$ cat config.mk
export PLATFORM = sky130hd
export DESIGN_NAME = kim_panel_responder
export DESIGN_NICKNAME = d
export VERILOG_FILES = /design/src/rtl/kim_panel_responder.sv
export SDC_FILE = /design/constraint.sdc
export NUM_CORES = 1
export LEC_CHECK = 0
export BUFFER_PORTS_ARGS = -buffer_cell sky130_fd_sc_hd__buf_2
export CAP_MARGIN = 20
export CORE_ASPECT_RATIO = 0.8
export CORE_MARGIN = 1.5
export CORE_UTILIZATION = 49
export CTS_CLUSTER_DIAMETER = 60
export DETAILED_ROUTE_END_ITERATION = 7
export PLACE_DENSITY = 0.66
export SKIP_LAST_GASP = 1
export SYNTH_ARGS = -nofsm -noshare
export SYNTH_HDL_FRONTEND = slang
export SYNTH_SLANG_ARGS = --single-unit
$ cat constraint.sdc
create_clock -name clk -period 7.8 [get_ports clk]
set_clock_uncertainty 0.1 [all_clocks]
set_input_delay 1.17 -clock clk [delete_from_list [all_inputs] [get_ports clk]]
set_output_delay 1.17 -clock clk [all_outputs]
set_load 0.01 [all_outputs]
$ cat src/rtl/kim_panel_responder.sv
// KIM-1 front-panel responder: answers keypad row scans for a host-injected key
// and captures the multiplexed 7-segment display into six decaying digit registers.
module kim_panel_responder #(
  parameter int unsigned HOLD_SCANS    = 4,
  parameter int unsigned RELEASE_SCANS = 4,
  parameter int unsigned PHASE_TIMEOUT = 1_000_000,
  parameter int unsigned SETTLE        = 4,
  parameter int unsigned DECAY         = 2_000_000
) (
  input  logic        clk,
  input  logic        reset_n,
  input  logic [3:0]  kb_row,
  output logic [6:0]  kb_col,
  input  logic [5:0]  led_dig,
  input  logic [6:0]  led_seg,
  input  logic [4:0]  key_code,
  input  logic        key_valid,
  output logic        key_ready,
  output logic        key_busy,
  output logic [41:0] disp,
  output logic        disp_update
);

  localparam int unsigned SCAN_MAX = (HOLD_SCANS > RELEASE_SCANS) ? HOLD_SCANS : RELEASE_SCANS;
  localparam int unsigned SW  = $clog2(SCAN_MAX + 1);
  localparam int unsigned TW  = $clog2(PHASE_TIMEOUT + 1);
  localparam int unsigned STW = $clog2(SETTLE + 1);
  localparam int unsigned DW  = $clog2(DECAY + 1);
  localparam int unsigned NDIG = 6;

  typedef enum logic [1:0] {ST_IDLE, ST_PRESS, ST_RELEASE} state_e;

  state_e        state_q, state_d;
  logic [SW-1:0] scan_q, scan_d, scan_dec;
  logic [TW-1:0] tmo_q, tmo_d, tmo_dec;
  logic [1:0]    row_q, row_d;
  logic [2:0]    col_q, col_d;
  logic [3:0]    kb_row_q, kb_row_prev_q;
  logic          scan_tick;

  // A scan starts when the scanner first lands on row 0.
  assign scan_tick = (kb_row_q == 4'b1110) && (kb_row_prev_q != 4'b1110);
  assign scan_dec  = (scan_tick && (scan_q != '0)) ? scan_q - SW'(1) : scan_q;
  assign tmo_dec   = (tmo_q != '0) ? tmo_q - TW'(1) : tmo_q;

  always_ff @(posedge clk or negedge reset_n) begin
    if (!reset_n) begin
      state_q       <= ST_IDLE;
      scan_q        <= '0;
      tmo_q         <= '0;
      row_q         <= '0;
      col_q         <= '0;
      kb_row_q      <= 4'hF;
      kb_row_prev_q <= 4'hF;
    end else begin
      state_q       <= state_d;
      scan_q        <= scan_d;
      tmo_q         <= tmo_d;
      row_q         <= row_d;
      col_q         <= col_d;
      kb_row_q      <= kb_row;
      kb_row_prev_q <= kb_row_q;
    end
  end

  always_comb begin
    state_d = state_q;
    scan_d  = scan_q;
    tmo_d   = tmo_q;
    row_d   = row_q;
    col_d   = col_q;
    case (state_q)
      ST_IDLE: begin
        if (key_valid && (key_code <= 5'd20)) begin
          state_d = ST_PRESS;
          scan_d  = SW'(HOLD_SCANS);
          tmo_d   = TW'(PHASE_TIMEOUT);
          if (key_code < 5'd7) begin
            row_d = 2'd0;
            col_d = key_code[2:0];
          end else if (key_code < 5'd14) begin
            row_d = 2'd1;
            col_d = 3'(key_code - 5'd7);
          end else begin
            row_d = 2'd2;
            col_d = 3'(key_code - 5'd14);
          end
        end
      end
      ST_PRESS: begin
        scan_d = scan_dec;
        tmo_d  = tmo_dec;
        if ((scan_dec == '0) || (tmo_dec == '0)) begin
          state_d = ST_RELEASE;
          scan_d  = SW'(RELEASE_SCANS);
          tmo_d   = TW'(PHASE_TIMEOUT);
        end
      end
      ST_RELEASE: begin
        scan_d = scan_dec;
        tmo_d  = tmo_dec;
        if ((scan_dec == '0) || (tmo_dec == '0)) begin
          state_d = ST_IDLE;
          scan_d  = '0;
          tmo_d   = '0;
        end
      end
      default: state_d = ST_IDLE;
    endcase
  end

  // Column answer is combinational: the CPU reads it in the same bus cycle it selects the row.
  always_comb begin
    key_ready = (state_q == ST_IDLE);
    key_busy  = (state_q != ST_IDLE);
    kb_col    = 7'h7F;
    if ((state_q == ST_PRESS) && (kb_row == ~(4'b0001 << row_q)))
      kb_col = ~(7'b000_0001 << col_q);
  end

  logic [12:0]          pair_q;
  logic [STW-1:0]       stab_q, stab_d;
  logic [NDIG-1:0][6:0] dig_q, dig_d;
  logic [DW-1:0]        dcy_q [NDIG];
  logic [DW-1:0]        dcy_d [NDIG];
  logic                 upd_q, upd_d;
  logic [2:0]           sel_idx;
  logic                 onehot, settled, wr;

  always_ff @(posedge clk or negedge reset_n) begin
    if (!reset_n) begin
      pair_q <= '0;
      stab_q <= '0;
      dig_q  <= '0;
      upd_q  <= 1'b0;
      for (int i = 0; i < NDIG; i++) dcy_q[i] <= '0;
    end else begin
      pair_q <= {led_dig, led_seg};
      stab_q <= stab_d;
      dig_q  <= dig_d;
      upd_q  <= upd_d;
      for (int i = 0; i < NDIG; i++) dcy_q[i] <= dcy_d[i];
    end
  end

  // stab counts consecutive cycles the current {select, segments} pair has been seen.
  always_comb begin
    stab_d  = STW'(1);
    if ({led_dig, led_seg} == pair_q)
      stab_d = (stab_q == STW'(SETTLE)) ? stab_q : stab_q + STW'(1);
    settled = (stab_d == STW'(SETTLE)) && (stab_q != STW'(SETTLE));
    onehot  = ($countones(~led_dig) == 1);
    sel_idx = 3'd0;
    for (int i = 0; i < NDIG; i++)
      if (!led_dig[i]) sel_idx = 3'(i);
    wr = settled && onehot && (led_seg != 7'h7F);
  end

  always_comb begin
    dig_d = dig_q;
    upd_d = 1'b0;
    for (int i = 0; i < NDIG; i++) begin
      dcy_d[i] = dcy_q[i];
      if (wr && (sel_idx == 3'(i))) begin
        dcy_d[i] = DW'(DECAY);
        dig_d[i] = ~led_seg;
        if (dig_q[i] != ~led_seg) upd_d = 1'b1;
      end else if (dcy_q[i] != '0) begin
        dcy_d[i] = dcy_q[i] - DW'(1);
        if (dcy_d[i] == '0) begin
          dig_d[i] = '0;
          if (dig_q[i] != '0) upd_d = 1'b1;
        end
      end
    end
  end

  assign disp        = dig_q;
  assign disp_update = upd_q;

endmodule
==> impl_results.md <==
- Status: finished clean
- Area grow syn2layout: 10.7%
- CP max-delay cell: nor4b_1
- Cell Chain, Critical Path: buf_2 > inv_1 > fa_1 > fa_1 > ha_1 > fa_1 > nor4b_1 > o21ai_1 > nor4b_1 > nand2_1 > nand3_1 > o21ai_0
- Syn Nets: 1573
- Delay-heaviest family, CP: simple AND/OR/NAND/NOR gates
- Max-slew violations: 0
- TritonCTS buffer count: 26
- Chip Width: 187 µm
- CP max FO: 22
- Synth cell types: 85
- Number of synthesized flops with an enable pin: 0
- Leakage Power: ~6.0 nW
- Fmax: 0.202 GHz
- Seq/Total Area, Yosys: 42.0%
- Max incr delay on CP: 0.66 ns
- Effective utilization at floorplan: roughly half
- Port-buffer cells: 76
- Max clock buf depth: 3
- Final nets: 1602
- Fin crit share: 63.4%
- Synthesized area per cell: 8.77 µm²
- Total GRT Usage: 24.0%
- Vias in the first global route: 10500
- Pre-antenna DRT Iters: 5
- Flops & latches, synth: around 220
- Yosys warnings: 0
- Most frequently used flop master after synthesis: dfrtp_1
- Synth top area cells: dfrtp_1 (40%), xnor2_1 (6.3%), nor2_1 (5.0%)
- Worst Path Required: 8.12 ns
- Global-route wire length before repair: between 50000 and 60000 µm
- Critical path type: in2reg
- Core Area: ~26000 µm²
- CTS tree: built
- Placer Congestion: 0.928
- Clk Latency, worst-skew pair: 0.56 ns
- Dpl cells: 1876
- Max-Cap Viols: 0
- Maximum VDD drop: between 150 and 200 µV
- Final setup TNS: 0 ns
- Placed Area: 13900 µm²
- CP dominant cell by count: fa_1
- Root Buffer Master: clkbuf_16
- Hold crit path type: reg2reg
- Drt drc: 0
- Power Density: 217 nW/µm²
- Setup WS post-layout: 2.86 ns
- CP endpoint kind: flip-flop
- Critical path arrival: between 5 and 6 ns
- Initial detailed-routing violation count: 780
- Fill count: between 2000 and 2500
- Hold_ws: around 0.26 ns
- Final instance area: 14700 µm²
- Endpoints failing hold: 0
- Initial antenna violation count: 5
- Worst Path Buf+Inv: 2
- WL final: 33100 µm
- Drt via density: 5.83
- Reg clk slew, reported paths: 0.06 ns
- Die area: 28200 µm²
- Synthesized area: 13300 µm²
- Critical Path Source Type: primary input
- Post_cts resized: 0
- Clock sinks: 223
- Post-Syn Instances: 1518
- Routed Antenna Nets: 0
- Hold buffer count at CTS: 0
- Largest net degree at the start of global routing: 126
- Synth async-reset ratio: 100%
- Proportion of layout cells with a drive suffix above 1: approximately 10%
- H-tree Lvls: 1
- Layout Cells excl Fill: 1927
- Via count: 11200
- GR Overflow Total: 0
- Dpl ws: between 2 and 2.5 ns
- Tmin final: 4.94 ns
- Detailed placement HPWL: ~23000 µm
- Std-Cell Rows: 53
- Die Y: around 150 µm
- Final setup violation count: 0
- Slew @ Worst Pin: between 0.9 and 1 ns
- RSZ-0062 raised after global routing: no
- Headroom to the max-slew limit: between 30% and 40%
- I/O pins: 77
- Synth area leader: dfrtp_1
- Post-synth top area share: 40.4%
- Post-CTS Setup Bufs: 0
- WL/cell: about 17 µm
==> flip-flops by register name, summed over array words and instances (netlist names) <==
register / cells
dcy_q: 126
scan_q: 3
disp: 42
state_q: 2
kb_row_prev_q: 4
pair_q: 13
row_q: 2
kb_row_q: 4
disp_update: 1
tmo_q: 20
stab_q: 3
col_q: 3
==> metrics by stage <==
stage	power [mW]	util [%]
6_report	3.20	55.7
4_1_cts	3.22	55.7
3_3_place_gp	1.97	52.4
3_5_place_dp	1.98	52.4
2_1_floorplan	1.82	-
5_1_grt	3.36	55.7
==> cell usage after synthesis (all sizes together), types with 9 or more instances <==
library cell	n
nor3	62
xnor2	96
inv	53
nand2	174
ha	27
nand3	71
or3	22
a211oi	11
dfrtp	215
xor2	73
nand4	31
o21ai	92
nor2	178
nand2b	13
nor4b	14
a31oi	14
clkbuf	72
o22ai	19
nor3b	9
nand3b	17
or2	9
a21oi	37
or4	14
nor4	47
==> worst register-to-register path, cell delays in order, from the launching register on <==
cell and delay, ns:
dfrtp_1 0.48, or4_1 0.73, nor4_1 0.74, xnor2_1 0.21, nand4_2 0.14, a2111oi_4 0.41, nand3_4 0.35, a311oi_4 0.64
a311oi_1 0.12
==> layout make-up <==
cell class | count | area, µm² | area share [%]
clock buffers | 36 | 728 | 4.94
multi-input cells | 1164 | 7230 | 49.0
flip-flops and latches | 223 | 5590 | 37.9
well taps | 357 | 447 | 3.03
diodes | 5 | 12.5 | 0.0849
inverters | 53 | 199 | 1.35
repair buffers | 79 | 413 | 2.80
clock inverters | 10 | 126 | 0.857
==> cell usage in the layout (no fill, tap or decap), drive strengths merged, types with 14 or more instances in the layout <==
| cell type | instances |
|---|---|
| o22ai | 19 |
| nor4 | 47 |
| nand3 | 71 |
| or4 | 14 |
| clkbuf | 36 |
| nand3b | 17 |
| or3 | 22 |
| nor2 | 178 |
| buf | 79 |
| nand2 | 174 |
| a21oi | 37 |
| nor3 | 62 |
| a31oi | 14 |
| dfrtp | 215 |
| nand4 | 31 |
| inv | 54 |
| xor2 | 73 |
| nor4b | 14 |
| xnor2 | 96 |
| ha | 27 |
| o21ai | 92 |
==> power breakdown <==
| part | total [mW] | leakage (nW) | switching [mW] | internal, mW |
|---|---|---|---|---|
| logic | 0.672 | 2.98 | 0.416 | 0.257 |
| registers | 1.30 | 2.66 | 0.0829 | 1.22 |
| clock network | 1.23 | 0.408 | 0.509 | 0.720 |
==> final timing paths <==
kind                       slack, ns  cells after the start         from                to
setup / recovery                2.86                     12   led_dig[1]          disp[12]
hold / removal                  0.26                      0  kb_row_q[2]  kb_row_prev_q[2]
setup reg to reg                3.75                      8     tmo_q[3]         tmo_q[16]
hold reg to reg                 0.26                      0  kb_row_q[2]  kb_row_prev_q[2]
max in group asynchronous       5.64                      2      reset_n        dcy_q[100]
min in group asynchronous       0.62                      1      reset_n         dcy_q[14]
==> cells by family (layout without fill, tap and decap cells) <==
family / after synthesis / count (layout) / synth area share, %
adder cells (fa/ha/maj): 30 / 30 / 2.99
flip-flops: 223 / 223 / 42.0
multiplexers: 12 / 12 / 0.939
AND/OR/NAND/NOR: 706 / 706 / 27.1
buffers and inverters: 131 / 178 / 3.77
other: 0 / 5 / 0
AO/OA/AOI/OAI: 247 / 247 / 12.1
XOR/XNOR: 169 / 169 / 11.1
==> per-layer routing <==
metal  global-route usage [%]  wire, µm  vias to the layer above
met3                     4.55      2350                       63
met4                     6.41       808                        0
met2                     35.3     13800                      354
li1                         -         -                     5447
met1                     36.0     16200                     5374
met5                        0         0                        -
Note: power is estimated with default switching activity, not from simulation.
